**src/rtl/vga_ch_arbiter_pkg.sv**
```systemverilog
// Shared types and constants for the VGA character-buffer arbiter.
// Holds the buffer base address, default requester count and FSM state type.
package vga_ch_arbiter_pkg;

  localparam logic [31:0] VGA_PX_BASE     = 32'h0800_0000;
  localparam int          VGA_ARB_NUM_REQ = 4;

  typedef enum logic {
    ARB   = 1'b0,
    GRANT = 1'b1
  } arb_state_t;

endpackage

```
**src/rtl/vga_ch_arbiter_rr_pick.sv**
```systemverilog
// Combinational round-robin picker: first pending index at or after ptr,
// wrapping explicitly so non-power-of-two requester counts stay in range.
module vga_ch_arbiter_rr_pick #(
  parameter int NUM_REQ = 4,
  parameter int IDX_W   = $clog2(NUM_REQ)
) (
  input  logic [NUM_REQ-1:0] pending,
  input  logic [IDX_W-1:0]   ptr,
  output logic               found,
  output logic [IDX_W-1:0]   idx
);

  int               cand;
  logic [IDX_W-1:0] cand_idx;

  always_comb begin
    found    = 1'b0;
    idx      = '0;
    cand     = 0;
    cand_idx = '0;
    for (int k = 0; k < NUM_REQ; k++) begin
      cand = int'(ptr) + k;
      if (cand >= NUM_REQ) cand = cand - NUM_REQ;
      cand_idx = IDX_W'(cand);
      if (!found && pending[cand_idx]) begin
        found = 1'b1;
        idx   = cand_idx;
      end
    end
  end

endmodule

```
**src/rtl/vga_ch_arbiter.sv**
```systemverilog
// Round-robin arbiter sharing one Avalon-MM master into the VGA character
// buffer; one single-beat read or write is forwarded per grant.
module vga_ch_arbiter
  import vga_ch_arbiter_pkg::*;
#(
  parameter int NUM_REQ = VGA_ARB_NUM_REQ,
  parameter int ADDR_W  = 32,
  parameter int DATA_W  = 16
) (
  input  logic                      clk,
  input  logic                      reset_n,
  input  logic                      dbg_rst_n,
  input  logic [NUM_REQ*ADDR_W-1:0] req_address,
  input  logic [NUM_REQ-1:0]        req_read,
  input  logic [NUM_REQ-1:0]        req_write,
  input  logic [NUM_REQ*DATA_W-1:0] req_writedata,
  output logic [DATA_W-1:0]         req_readdata,
  output logic [NUM_REQ-1:0]        req_waitrequest,
  output logic [ADDR_W-1:0]         vga_ch_address,
  output logic                      vga_ch_read,
  output logic                      vga_ch_write,
  output logic [DATA_W-1:0]         vga_ch_writedata,
  input  logic [DATA_W-1:0]         vga_ch_readdata,
  input  logic                      vga_ch_waitrequest,
  output logic [NUM_REQ-1:0]        grant_onehot
);

  localparam int IDX_W = $clog2(NUM_REQ);

  arb_state_t       state;
  logic [IDX_W-1:0] grant_idx;
  logic [IDX_W-1:0] rr_ptr;

  logic [ADDR_W-1:0] addr_a  [NUM_REQ];
  logic [DATA_W-1:0] wdata_a [NUM_REQ];

  for (genvar i = 0; i < NUM_REQ; i++) begin : g_unpack
    assign addr_a[i]  = req_address[i*ADDR_W +: ADDR_W];
    assign wdata_a[i] = req_writedata[i*DATA_W +: DATA_W];
  end

  logic [NUM_REQ-1:0] pending;
  logic               pick_found;
  logic [IDX_W-1:0]   pick_idx;

  assign pending = req_read | req_write;

  vga_ch_arbiter_rr_pick #(
    .NUM_REQ (NUM_REQ),
    .IDX_W   (IDX_W)
  ) u_rr_pick (
    .pending (pending),
    .ptr     (rr_ptr),
    .found   (pick_found),
    .idx     (pick_idx)
  );

  // Read+write together is illegal; write wins and read is suppressed.
  logic             g_wr;
  logic             g_rd;
  logic [IDX_W-1:0] next_ptr;

  assign g_wr     = req_write[grant_idx];
  assign g_rd     = req_read[grant_idx] & ~g_wr;
  assign next_ptr = (grant_idx == IDX_W'(NUM_REQ - 1)) ? '0 : grant_idx + 1'b1;

  always_ff @(posedge clk or negedge reset_n) begin
    if (!reset_n) begin
      state     <= ARB;
      grant_idx <= '0;
      rr_ptr    <= '0;
    end else if (!dbg_rst_n) begin
      state     <= ARB;
      grant_idx <= '0;
      rr_ptr    <= '0;
    end else begin
      case (state)
        ARB: begin
          if (pick_found) begin
            grant_idx <= pick_idx;
            state     <= GRANT;
          end
        end
        GRANT: begin
          // Dropped strobes abort the grant without moving the pointer.
          if (!g_rd && !g_wr) begin
            state <= ARB;
          end else if (!vga_ch_waitrequest) begin
            state  <= ARB;
            rr_ptr <= next_ptr;
          end
        end
        default: state <= ARB;
      endcase
    end
  end

  always_comb begin
    vga_ch_address   = ADDR_W'(VGA_PX_BASE);
    vga_ch_writedata = '0;
    vga_ch_read      = 1'b0;
    vga_ch_write     = 1'b0;
    req_waitrequest  = '1;
    req_readdata     = '0;
    grant_onehot     = '0;
    if (state == GRANT) begin
      vga_ch_address             = addr_a[grant_idx];
      vga_ch_writedata           = wdata_a[grant_idx];
      vga_ch_read                = g_rd;
      vga_ch_write               = g_wr;
      req_waitrequest[grant_idx] = vga_ch_waitrequest;
      req_readdata               = vga_ch_readdata;
      grant_onehot[grant_idx]    = 1'b1;
    end
  end

endmodule

```
**config.mk**
```make
export PLATFORM = sky130hd
export DESIGN_NAME = vga_ch_arbiter
export DESIGN_NICKNAME = d
export VERILOG_FILES = /design/src/rtl/vga_ch_arbiter_pkg.sv /design/src/rtl/vga_ch_arbiter_rr_pick.sv /design/src/rtl/vga_ch_arbiter.sv
export SDC_FILE = /design/constraint.sdc
export NUM_CORES = 1
export LEC_CHECK = 0
export BUFFER_PORTS_ARGS = -buffer_cell sky130_fd_sc_hd__buf_4
export CORE_AREA = 4 4 111 113
export DETAILED_ROUTE_END_ITERATION = 10
export DIE_AREA = 0 0 115 117
export SLEW_MARGIN = 25
export SYNTH_ARGS = -nofsm -noshare
export SYNTH_HDL_FRONTEND = slang
export SYNTH_SLANG_ARGS = --single-unit
```
**constraint.sdc**
```tcl
create_clock -name clk -period 2.1 [get_ports clk]
set_input_delay 0.105 -clock clk [delete_from_list [all_inputs] [get_ports clk]]
set_output_delay 0.105 -clock clk [all_outputs]
set_load 0.05 [all_outputs]
```
After elaboration in Yosys (flattened, before gate mapping) --
Index checks and enable logic that the tools add are counted.
Word-level totals: word-level logic and storage cells 99, input bits 220, output and inout port bits 74, register bits after elaboration 5
Cells by class: equality and inequality tests 6, mux-type cells 52, bitwise gates (word level) 7, add/sub/neg operators 8, order comparisons 11, reduce and logical (&&, ||, !) cells 12
Operators with widths (count):
- 32-bit two-way mux | 3
- 32-bit binary-select mux with 2-bit select | 1
- 16-bit two-way mux | 4
- 16-bit binary-select mux with 2-bit select | 1
- 2-bit two-way mux | 16
- 1-bit two-way mux | 17
- 2-bit by 3-bit less-than comparator with 1-bit output, second input constant | 5
- 1-bit binary-select mux with 2-bit select | 6
- 3-bit >= comparator, second input constant | 4
- 4-bit two-way mux | 2
- 4-bit bitwise OR | 2
- 2-bit by 1-bit subtractor with 2-bit output, second input constant | 4
- 2-bit by 2-bit adder with 3-bit output, second input constant | 2
- 2-bit != test, second input constant | 3
- 1-bit logical AND | 5
- 1-bit zero test | 5
- 2-bit by 1-bit != test with 1-bit output, second input constant | 2
- 4-bit NOT | 1
- 2-bit by 1-bit adder with 3-bit output, second input constant | 1
- 2-bit by 3-bit >= comparator with 1-bit output, second input constant | 1
- 2-bit NOT with 3-bit output | 1
- 3-bit AND reduction | 1
- 2-bit by 1-bit adder with 2-bit output, second input constant | 1
- 1-bit demux with 2-bit select | 1
- other kinds (6) | 7

Depth between registers and ports, before layout --
Gate-level depths: netlist of the first run.
word-level depth 17, depth in mapped cells 6, mapped depth without buffers 4

By module --
Synthesis of the first run repeated with hierarchy kept, for this count alone.
Second synthesis, totals: cells, all modules 191, area, all modules 2068.2 um^2
By module, submodules not included:
- vga_ch_arbiter | cells an instance 176, times used 1, area an instance 1990.7 um^2, sequential area each 125.1 um^2
- vga_ch_arbiter_rr_pick | cells an instance 15, times used 1, area an instance 77.6 um^2, sequential area each 0.0 um^2

Worst setup path after synthesis of the first run --
OpenSTA, ideal clock, no wires.
path type reg-to-output, from register grant_idx[1], to output port req_waitrequest[0], slack 81 ps, data arrival time 1914 ps, buffers on the path 2, stages on the path, launching flop included 7, data required time 1995 ps, path through dfrtp_1 clkbuf_1 clkbuf_1 inv_1 ha_1 and2_1 nand2_1
On the way: word-level cells in the longest chain between the ends 7, elaborated cells on any way between the ends 8, classes of those cells order compare: 2; mux: 3; bitwise: 2; reduce/logical: 1
Ends and longest elaborated chain:
- from (decl) | line vga_ch_arbiter.sv:31 | logic [IDX_W-1:0] grant_idx;
- from (signal assigned) | line vga_ch_arbiter.sv:80 | grant_idx <= pick_idx;
- 2-bit by 3-bit less-than comparator with 1-bit output (implied by the code) / 2-bit by 1-bit >= comparator with 1-bit output (equally long branches) | line vga_ch_arbiter.sv:111 | req_waitrequest[grant_idx] = vga_ch_waitrequest;
- 1-bit logical AND (implied by the code) | line vga_ch_arbiter.sv:111
- 1-bit two-way mux (implied by the code) | line vga_ch_arbiter.sv:111
- 1-bit demux with 2-bit select (*) | line vga_ch_arbiter.sv:111
- 4-bit NOT (no line) (*)
- 4-bit bitwise OR (no line) (*)
- 4-bit two-way mux (*) | line vga_ch_arbiter.sv:106 | if (state == GRANT) begin
- to (decl) | line vga_ch_arbiter.sv:18 | output logic [NUM_REQ-1:0] req_waitrequest,
Every way passes the cells marked *; elsewhere a longest branch is shown, timed or not.

Worst setup path after layout of the first run --
from register grant_idx[0], to output port vga_ch_address[9]
On the way: word-level cells in the longest chain between the ends 5
Ends and longest elaborated chain:
- 2-bit NOT with 3-bit output (implied by the code) | line vga_ch_arbiter.sv:107 | vga_ch_address = addr_a[grant_idx];
- 32-bit binary-select mux with 2-bit select | line vga_ch_arbiter.sv:107
- 32-bit two-way mux (implied by the code) (2 in series) | line vga_ch_arbiter.sv:107
- 32-bit two-way mux | line vga_ch_arbiter.sv:106
- to (decl) | line vga_ch_arbiter.sv:19 | output logic [ADDR_W-1:0] vga_ch_address,
Every way passes these cells. The select of a mux whose other input is x is not followed.

==> results of run 1 <==
-- critical path, cell delays in order, from the launching register on --
cell and delay [ns]:
dfrtp_4 0.47, buf_12 0.25, mux4_2 0.54, and2_1 0.18, buf_4 0.19
-- layout make-up --
type	instances	area, sq um
repair buffers	300	2280
multi-input cells	159	1810
fillers	1126	6830
clock buffers	4	78.8
flip-flops and latches	5	131
well taps	143	179
inverters	4	15.0
-- sequential cells by signal (all words and copies together) (netlist names) --
name,cells
state,1
rr_ptr,2
grant_idx,2
-- synthesized netlist by cell type --
master     number
and2_1         68
mux4_2         50
clkbuf_1       14
nand2_1         9
nor2_1          7
buf_2           6
dfrtp_1         5
ha_1            4
inv_1           4
o21ai_0         4
nor3_1          2
a211oi_1        1
a21boi_0        1
a21boi_1        1
a21o_1          1
a21oi_1         1
a31o_2          1
a41oi_1         1
buf_4           1
nand2b_1        1
o211ai_1        1
o21a_1          1
o21ai_2         1
o2bb2ai_1       1
o31ai_1         1
o32ai_1         1
or4_1           1
-- routing by layer --
metal  wire [microns]  share of wire
met1             3930           0.35
met2             6150           0.55
met3              971          0.087
met4               64         0.0058
met5                0              0
-- worst max path at each step --
stage / start / to / slack [ns] / cells after the start
after CTS: grant_idx[0] / vga_ch_address[9] / 0.09 / 4
after detailed placement: grant_idx[0] / vga_ch_address[9] / 0.34 / 4
after global routing: grant_idx[0] / vga_ch_address[9] / 0.04 / 4
after floorplan: grant_idx[1] / req_waitrequest[0] / 0.08 / 6
after global placement: grant_idx[0] / vga_ch_writedata[2] / 0.37 / 4
final: grant_idx[0] / vga_ch_address[9] / 0.10 / 4
-- cell usage in the layout, fill, tap and decap left out, drive strengths merged, types with 4 or more instances in the layout --
cell type,n
nand2,9
and2,68
ha,4
nor2,7
o21ai,5
clkbuf,4
dfrtp,5
inv,4
buf,299
mux4,50
-- power by group through the flow --
stage | Combinational [mW] | Clock (mW) | Sequential [mW]
final | 1.21 | 0.314 | 0.114
after global routing | 1.28 | 0.329 | 0.115
after CTS | 1.22 | 0.319 | 0.114
after detailed placement | 1.22 | 0 | 0.115
after global placement | 1.21 | 0 | 0.115
after floorplan | 0.689 | 0 | 0.106
-- logic make-up (layout without fill, tap and decap cells) --
family,Yosys count,after routing,synth area share
and+or+nand+nor,88,88,0.250
buffers and inverters,25,308,0.0516
DFF,5,5,0.0614
AOI/OAI and AO/OA,17,17,0.0596
adders and majority gates,4,4,0.0246
muxes,50,50,0.553
-- stage by stage --
step | setup slack (ns) | instance area [sq um] | util | total power [mW]
global placement | 0.374 | 4400 | 0.389 | 1.32
floorplan | 0.0810 | 2040 | - | 0.795
global route | 0.0369 | 4490 | 0.397 | 1.72
CTS | 0.0899 | 4490 | 0.397 | 1.66
finish | 0.103 | 4490 | 0.397 | 1.64
detailed placement | 0.335 | 4400 | 0.389 | 1.33
==> out/qor.txt, run 1 <==
CP Capture Type - output port
placed cells - 610
die span in x - 115 microns
R2R Setup Slk - 0.43 ns
R2R cell count - 4
global-route wire length before repair - 15.5 mm
drt total wl - 11.1 mm
PwrDens - 365 nW/um^2
syn_area_per_cell - 10.8 sq um
pins over their slew limit - 0
gr usage total - 0.145
sequential power share - 0.070
R2R Path End - rr_ptr[0]
met2 Track Usage GR - 0.280
clk sinks - 5
internal power - 0.959 mW
Post-CTS Setup Inserts - 0
Hold Startpoint - vga_ch_waitrequest
clock-pin slew on the worst setup and hold paths - 0.03 ns
Worst Hold Class - input pin to flip-flop
number of setup violations in the final report - 0
maximum clock frequency - 0.501 GHz
routability cong. - 0.864
vias in the first global route - 2867
Crit Path Category - flip-flop to output port
Core Region - 11300 sq um
worst-skew pair later-pin latency - 0.23 ns
largest net degree at the start of global routing - 38
Rel. slew slack - 0.700
final hold vios - 0
VDD IR max - 0.511 mV
IO buf count - 293
worst-path fanout max - 28
Syn-to-layout area delta - 120%
wire per inst - 18.1 microns
Crit path required time - 2.00 ns
post-synth cell types - 27
grt total ovfl - 0
top-area cell type share of the netlist area - 0.553
DRC - 0
Cell Area, Synth - 2040 sq um
initial antenna violation count - 0
CTS buffer count - 3
RSZ-0062 raised after global routing - no
synth top area cells - mux4_2, and2_1, dfrtp_1, clkbuf_1, ha_1
global routing's busiest layer - met2
net count reported at finish - 697
IO Pins - 294
detailed placement HPWL - 9.85 mm
Post-Synthesis Cells - 189
Root Driver - clkbuf_16
Hold WS - 0.104 ns
starting density of the core - 0.180
drt first pass iters - 4
status - complete, no violations
non-filler cells, final - 615
Switch Pwr - 0.679 mW
FF+latch count, synth - 5
Cell Rows - 39
post-route ant nets - 0
r2r startpoint - grant_idx[0]
clk_skew - 0.000682 ns
met3 usage - 0.0211
switch share - 0.414
Max Cap Viol - 0
PostCTS Resize Cnt - 0
clock power share - 0.191
hold path cells - 2
CTS tree - built
Yosys warnings - 0
Die H - 117 microns
diodes inserted - 0
power share of the combinational group - 0.739
number of hold buffers added after CTS - 1
Fin Setup TNS - 0 ns
DR iter-0 viols - 133
share of cells above drive strength 1 - 0.756
Critical Path Start Type - flip-flop
Tightest Pin Transition - 0.451 ns
Synth Net Count - 413
Vias/cell - 4.59
met1 Use GR - 0.175
detailed-route via count - 2822
htree depth - 1
Final Critical Period - 2.00 ns
Bufs on Longest Clock Path - 2
crit path DAT - 1.89 ns
Die ar. - 13500 sq um
Tcrit/Tclk final - 0.951
Leak - 2.12 nW
Hold EP - rr_ptr[1]
leading area contributor after synthesis - mux4_2
sequential-to-total area share from yosys stat - 0.0614
No activity file was read; power rests on OpenSTA's default activity.
==> run 2: changes to the inputs <==
--- a/config.mk
+++ b/config.mk
@@ -5,10 +5,10 @@
 export SDC_FILE = /design/constraint.sdc
 export NUM_CORES = 1
 export LEC_CHECK = 0
-export BUFFER_PORTS_ARGS = -buffer_cell sky130_fd_sc_hd__buf_4
 export CORE_AREA = 4 4 111 113
 export DETAILED_ROUTE_END_ITERATION = 10
 export DIE_AREA = 0 0 115 117
+export DONT_BUFFER_PORTS = 1
 export SLEW_MARGIN = 25
 export SYNTH_ARGS = -nofsm -noshare
 export SYNTH_HDL_FRONTEND = slang
==> out/qor.txt, run 2 (synthesis gave the netlist of run 1 again) <==
status - complete, no violations
crit path DAT - 1.86 ns (-0.03 ns)
Rel. slew slack - 0.636 (-0.0633)
Top Registers - grant_idx: 2 flops, rr_ptr: 2 flops, state: 1 flops
Leak - 0.734 nW (-65%)
R2R cell count - 4 (unchanged)
Vias/cell - 5.32 (+16%)
grt total ovfl - 0 (unchanged)
IO buf count - 0 (-100%)
Critical path buffers and inverters - 1 (-1)
Tightest Pin Transition - 0.548 ns (+0.0972 ns)
most common cell after layout, fill and taps aside - and2_1
Crit path max-delay family - multiplexers
Bufs on Longest Clock Path - 2 (unchanged)
DR iter-0 viols - 92 (-31%)
IO Pins - 294 (unchanged)
commonest cells after routing, fill and taps aside - and2_1, mux4_2, buf_4, nand2_1, nor2_1
Tcrit/Tclk final - 0.938 (-0.0127)
Final Critical Period - 1.97 ns (-0.0267 ns)
clk_skew - 0.00295 ns (+0.00227 ns)
Worst Hold Class - input pin to flip-flop
pins over their slew limit - 0 (unchanged)
Die H - 117 microns (unchanged)
power share of the combinational group - 0.637 (-0.102)
final hold vios - 0 (unchanged)
r2r startpoint - grant_idx[0]
CTS buffer count - 3 (unchanged)
Core Region - 11300 sq um (unchanged)
maximum clock frequency - 0.508 GHz (+1.4%)
worst-skew pair later-pin latency - 0.23 ns (about the same)
Cell Rows - 39 (unchanged)
crit-path cells - buf_12 > mux4_2 > and2_1
post-route setup slack - 0.130 ns (+0.0267 ns)
RSZ-0062 raised after global routing - no
drt total wl - 9.38 mm (-16%)
starting density of the core - 0.180 (unchanged)
PostCTS Resize Cnt - 0 (unchanged)
clk sinks - 5 (unchanged)
vias in the first global route - 1875 (-35%)
die span in x - 115 microns (unchanged)
pre-CTS setup slack - 0.358 ns (+0.0223 ns)
routability cong. - 0.769 (-11%)
drt first pass iters - 4 (unchanged)
Root Driver - clkbuf_16
Pwr Total - 1.19 mW (-27%)
Hold WS - 0.0215 ns (-0.0823 ns)
CP Capture Type - output port
Syn-to-layout area delta - 16.8%
clock-pin slew on the worst setup and hold paths - 0.04 ns (about the same)
Hold Startpoint - dbg_rst_n
PwrDens - 502 nW/um^2 (+38%)
Crit. path cell count - 3 (-1)
Max Cap Viol - 0 (unchanged)
share of cells above drive strength 1 - 0.384 (-0.372)
CTS tree - built
Die ar. - 13500 sq um (unchanged)
global-route wire length before repair - 11.9 mm (-23%)
DRC - 0 (unchanged)
Switch Pwr - 0.598 mW (-12%)
largest net degree at the start of global routing - 38 (unchanged)
gr usage total - 0.116 (-0.0287)
Crit path required time - 2.00 ns (about the same)
post-route ant nets - 0 (unchanged)
Fin Setup TNS - 0 ns (unchanged)
R2R Setup Slk - 0.45 ns (+0.02 ns)
VDD IR max - 0.541 mV (+5.9%)
worst-path fanout max - 28 (unchanged)
detailed-route via count - 1770 (-37%)
sequential power share - 0.096 (+0.026)
crit path launch - grant_idx[0]
switch share - 0.501 (+0.0862)
Critical Path Start Type - flip-flop
clock power share - 0.267 (+0.076)
number of setup violations in the final report - 0 (unchanged)
htree depth - 1 (unchanged)
dpl cell area - 2270 sq um (-48%)
net count reported at finish - 415 (-40%)
wire per inst - 28.2 microns (+56%)
CP peak stage delay - 0.54 ns (about the same)
cell area after layout - 2380 sq um (-47%)
critical path's slowest cell - mux4_2
diodes inserted - 0 (unchanged)
internal power - 0.596 mW (-38%)
Crit Path Category - flip-flop to output port
detailed placement HPWL - 8.21 mm (-17%)
Filler cells - 1222 (+8.5%)
hold path cells - 2 (unchanged)
initial antenna violation count - 2 (+2)
run 2: cell count changes in the layout (fill, tap and decap cells not counted):
cell,change
dlygate4sd3_1,+2
buf_4,-284
run 2: power groups by stage:
| stage | Sequential, mW | Combinational [mW] | Clock, mW |
|---|---|---|---|
| finish | 0.114 | 0.761 | 0.319 |
| global route | 0.116 | 0.796 | 0.330 |
| CTS | 0.115 | 0.768 | 0.324 |
| detailed placement | 0.116 | 0.759 | 0 |
| global placement | 0.115 | 0.751 | 0 |
| floorplan | 0.106 | 0.689 | 0 |
run 2: layout make-up:
type | count | area, sq um | area share
multi-input combinational | 159 | 1810 | 0.760
timing repair buffer | 18 | 168 | 0.0705
sequential | 5 | 131 | 0.0552
tap | 143 | 179 | 0.0752
inverter | 4 | 15.0 | 0.00631
clock buffer | 4 | 78.8 | 0.0331
run 2: timing repair:
action / in CTS / in global routing
endpoints found under the hold margin: 7 / 0
buffers inserted: 0 / 0
hold buffers: 3 / 0
run 2: metal layers:
layer,global-route usage,part of all wire,vias to the layer above
li1,-,-,727
met1,0.137,0.34,894
met2,0.209,0.53,137
met3,0.0447,0.12,8
met4,0.0117,0.0043,4
met5,0,0.0029,-
run 2: worst paths after layout:
check                                     to
max                        vga_ch_address[7]
min                                rr_ptr[1]
max reg2reg                        rr_ptr[0]
min reg2reg                        rr_ptr[0]
max in group asynchronous       grant_idx[0]
min in group asynchronous       grant_idx[0]
run 2: per-stage QoR:
stage | util | instances
finish | 0.210 | 333
global route | 0.210 | 333
CTS | 0.210 | 333
detailed placement | 0.200 | 326
global placement | 0.200 | 326
floorplan | - | 189
==> run 3: changes to the inputs <==
--- a/config.mk
+++ b/config.mk
@@ -5,9 +5,10 @@
 export SDC_FILE = /design/constraint.sdc
 export NUM_CORES = 1
 export LEC_CHECK = 0
-export CORE_AREA = 4 4 111 113
+export ABC_AREA = 1
+export CORE_AREA = 4 4 113 115
 export DETAILED_ROUTE_END_ITERATION = 10
-export DIE_AREA = 0 0 115 117
+export DIE_AREA = 0 0 117 119
 export DONT_BUFFER_PORTS = 1
 export SLEW_MARGIN = 25
 export SYNTH_ARGS = -nofsm -noshare
==> constraint.sdc (replaced) <==
create_clock -name clk -period 2.1 [get_ports clk]
set_input_delay 0.315 -clock clk [delete_from_list [all_inputs] [get_ports clk]]
set_output_delay 0.315 -clock clk [all_outputs]
set_load 0.05 [all_outputs]
==> out/qor.txt, run 3 <==
status - complete, no violations
Crit path required time - 1.78 ns (-0.22 ns)
final hold vios - 0 (unchanged)
share of cells above drive strength 1 - 0.236 (-0.149)
share of the core filled with cells - 0.321 (+0.111)
ys async rst share - 1.00 (unchanged)
VDD IR max - 0.355 mV (-34%)
post-synth cell types - 22 (-19%)
gr usage total - 0.145 (+0.0288)
net count reported at finish - 777 (+87%)
Core Region - 11800 sq um (+4.3%)
initial antenna violation count - 1 (-1)
largest net degree at the start of global routing - 60 (+58%)
Cell Rows - 40 (+2.6%)
pre-CTS setup slack - 0.364 ns (+0.00672 ns)
PwrDens - 804 nW/um^2 (+60%)
CTS buffer count - 3 (unchanged)
Fin Setup TNS - 0 ns (unchanged)
pins over their slew limit - 0 (unchanged)
Tightest Pin Transition - 0.429 ns (-0.119 ns)
Tcrit/Tclk final - 0.946 (+0.00755)
Final Critical Period - 1.99 ns (+0.0159 ns)
clk sinks - 5 (unchanged)
Hold WS - 0.218 ns (+0.196 ns)
FF+latch count, synth - 5 (unchanged)
post-route setup slack - 0.114 ns (-0.0159 ns)
drt total wl - 11.0 mm (+17%)
R2R cell count - 9 (+5)
Yosys warnings - 0 (unchanged)
sequential-to-total area share from yosys stat - 0.0525 (-0.00896)
Root Driver - clkbuf_16
crit-path cells - inv_2 > buf_12 > o21ai_0 > a21oi_2 > buf_12
Worst path most repeated cell - buf_12
PostCTS Resize Cnt - 0 (unchanged)
grt total ovfl - 0 (unchanged)
starting density of the core - 0.202 (+0.0220)
Cell Area, Synth - 2380 sq um (+17%)
RSZ-0062 raised after global routing - no
clock-pin slew on the worst setup and hold paths - 0.04 ns (about the same)
htree depth - 1 (unchanged)
CP peak stage delay - 0.50 ns (-0.04 ns)
detailed-route via count - 3527 (+99%)
drt first pass iters - 4 (unchanged)
Vias/cell - 5.05 (-5.1%)
critical path's slowest cell - dfrtp_4
post-route ant nets - 0 (unchanged)
Top Registers - grant_idx: 2 flops, rr_ptr: 2 flops, state: 1 flops
Max Cap Viol - 0 (unchanged)
DRC - 0 (unchanged)
Post-Synthesis Cells - 518 (+170%)
clk_skew - 0.00156 ns (-0.00139 ns)
IO Pins - 294 (unchanged)
Critical Path Start Type - flip-flop
Crit Path Category - flip-flop to output port
wire per inst - 15.7 microns (-44%)
syn_area_per_cell - 4.60 sq um (-57%)
Die ar. - 13900 sq um (+3.5%)
Rel. slew slack - 0.713 (+0.0765)
Bufs on Longest Clock Path - 2 (unchanged)
CP Capture Type - output port
most common cell after layout, fill and taps aside - nor2_1
commonest cells after routing, fill and taps aside - nor2_1, o21ai_0, nand2_1, buf_12, a21oi_2
diodes inserted - 0 (unchanged)
detailed placement HPWL - 8.95 mm (+9.0%)
die span in x - 117 microns (+1.7%)
Leak - 1.67 nW (+130%)
maximum clock frequency - 0.504 GHz (-0.80%)
top cells by count, synth - nor2_1, o21ai_0, nand2_1
DR iter-0 viols - 176 (+91%)
Synth Net Count - 742 (+80%)
leading area contributor after synthesis - nor2_1
Worst Hold Class - input pin to flip-flop
CTS tree - built
worst-path fanout max - 54 (+93%)
synth top area cells - nor2_1, o21ai_0, a21oi_1, nand2_1, dfrtp_1
number of synthesized flops with an enable pin - 0 (unchanged)
top-area cell type share of the netlist area - 0.321 (-0.232)
Primary FF master, synth - dfrtp_1
Die H - 119 microns (+1.7%)
routability cong. - 0.841 (+9.3%)
vias in the first global route - 3305 (+76%)
Syn-to-layout area delta - 59.0%
global-route wire length before repair - 16.5 mm (+38%)
IO buf count - 0 (unchanged)
crit path DAT - 1.67 ns (-0.19 ns)
top-count cell post-synth - nor2_1
hold path cells - 2 (unchanged)
Pwr Total - 3.05 mW (+160%)
worst-skew pair later-pin latency - 0.24 ns (about the same)
number of setup violations in the final report - 0 (unchanged)
## run 3: worst paths after layout
path,from,to,slack (ns)
min in group asynchronous,reset_n,rr_ptr[0],0.40
max reg2reg,grant_idx[0],rr_ptr[1],0.50
max in group asynchronous,reset_n,grant_idx[0],1.44
min reg2reg,rr_ptr[1],rr_ptr[1],0.66
min,dbg_rst_n,rr_ptr[0],0.22
max,grant_idx[0],vga_ch_address[24],0.11
## run 3: repair_timing
action                    in CTS  in global routing
hold endpoints to repair       5                  0
hold buffers                   1                  0
buffers inserted               0                  0
## run 3: cell type report
| type | count | area, sq um |
|---|---|---|
| clock buffers | 4 | 78.8 |
| fillers | 1275 | 8020 |
| inverters | 29 | 111 |
| multi-input cells | 444 | 2120 |
| flip-flops and latches | 5 | 130 |
| well taps | 147 | 184 |
| repair buffers | 70 | 1170 |
## run 3: worst max-delay path, delay by kind of cell, from the launching register on
family,cells,cell delay (ns)
flip-flops,1,0.50
buffers and inverters,3,0.47
AO/OA/AOI/OAI,2,0.41
## run 3: where the power goes
group / internal, mW / total [mW] / switching [mW]
Sequential: 0.112 / 0.131 / 0.0187
Clock: 0.253 / 0.335 / 0.0813
Combinational: 0.955 / 2.58 / 1.63
## run 3: cells by family after synthesis
family,share of synthesized area
AO/OA/AOI/OAI,0.317
adder cells (fa/ha/maj),0.0210
buffers and inverters,0.124
flip-flops,0.0525
AND/OR/NAND/NOR,0.485
## run 3: per-stage QoR
step / cell area, sq um / instances
floorplan: 2540 / 518
global placement: 3700 / 694
detailed placement: 3700 / 694
CTS: 3790 / 699
global route: 3790 / 699
finish: 3790 / 699
## run 3: layer usage
| layer | vias to the layer above | GRT usage | routed length, microns |
|---|---|---|---|
| li1 | 1730 | - | - |
| met1 | 1577 | 0.180 | 4280 |
| met2 | 204 | 0.260 | 5490 |
| met3 | 14 | 0.0285 | 1080 |
| met4 | 2 | 0.0258 | 138 |
| met5 | - | 0 | 20 |
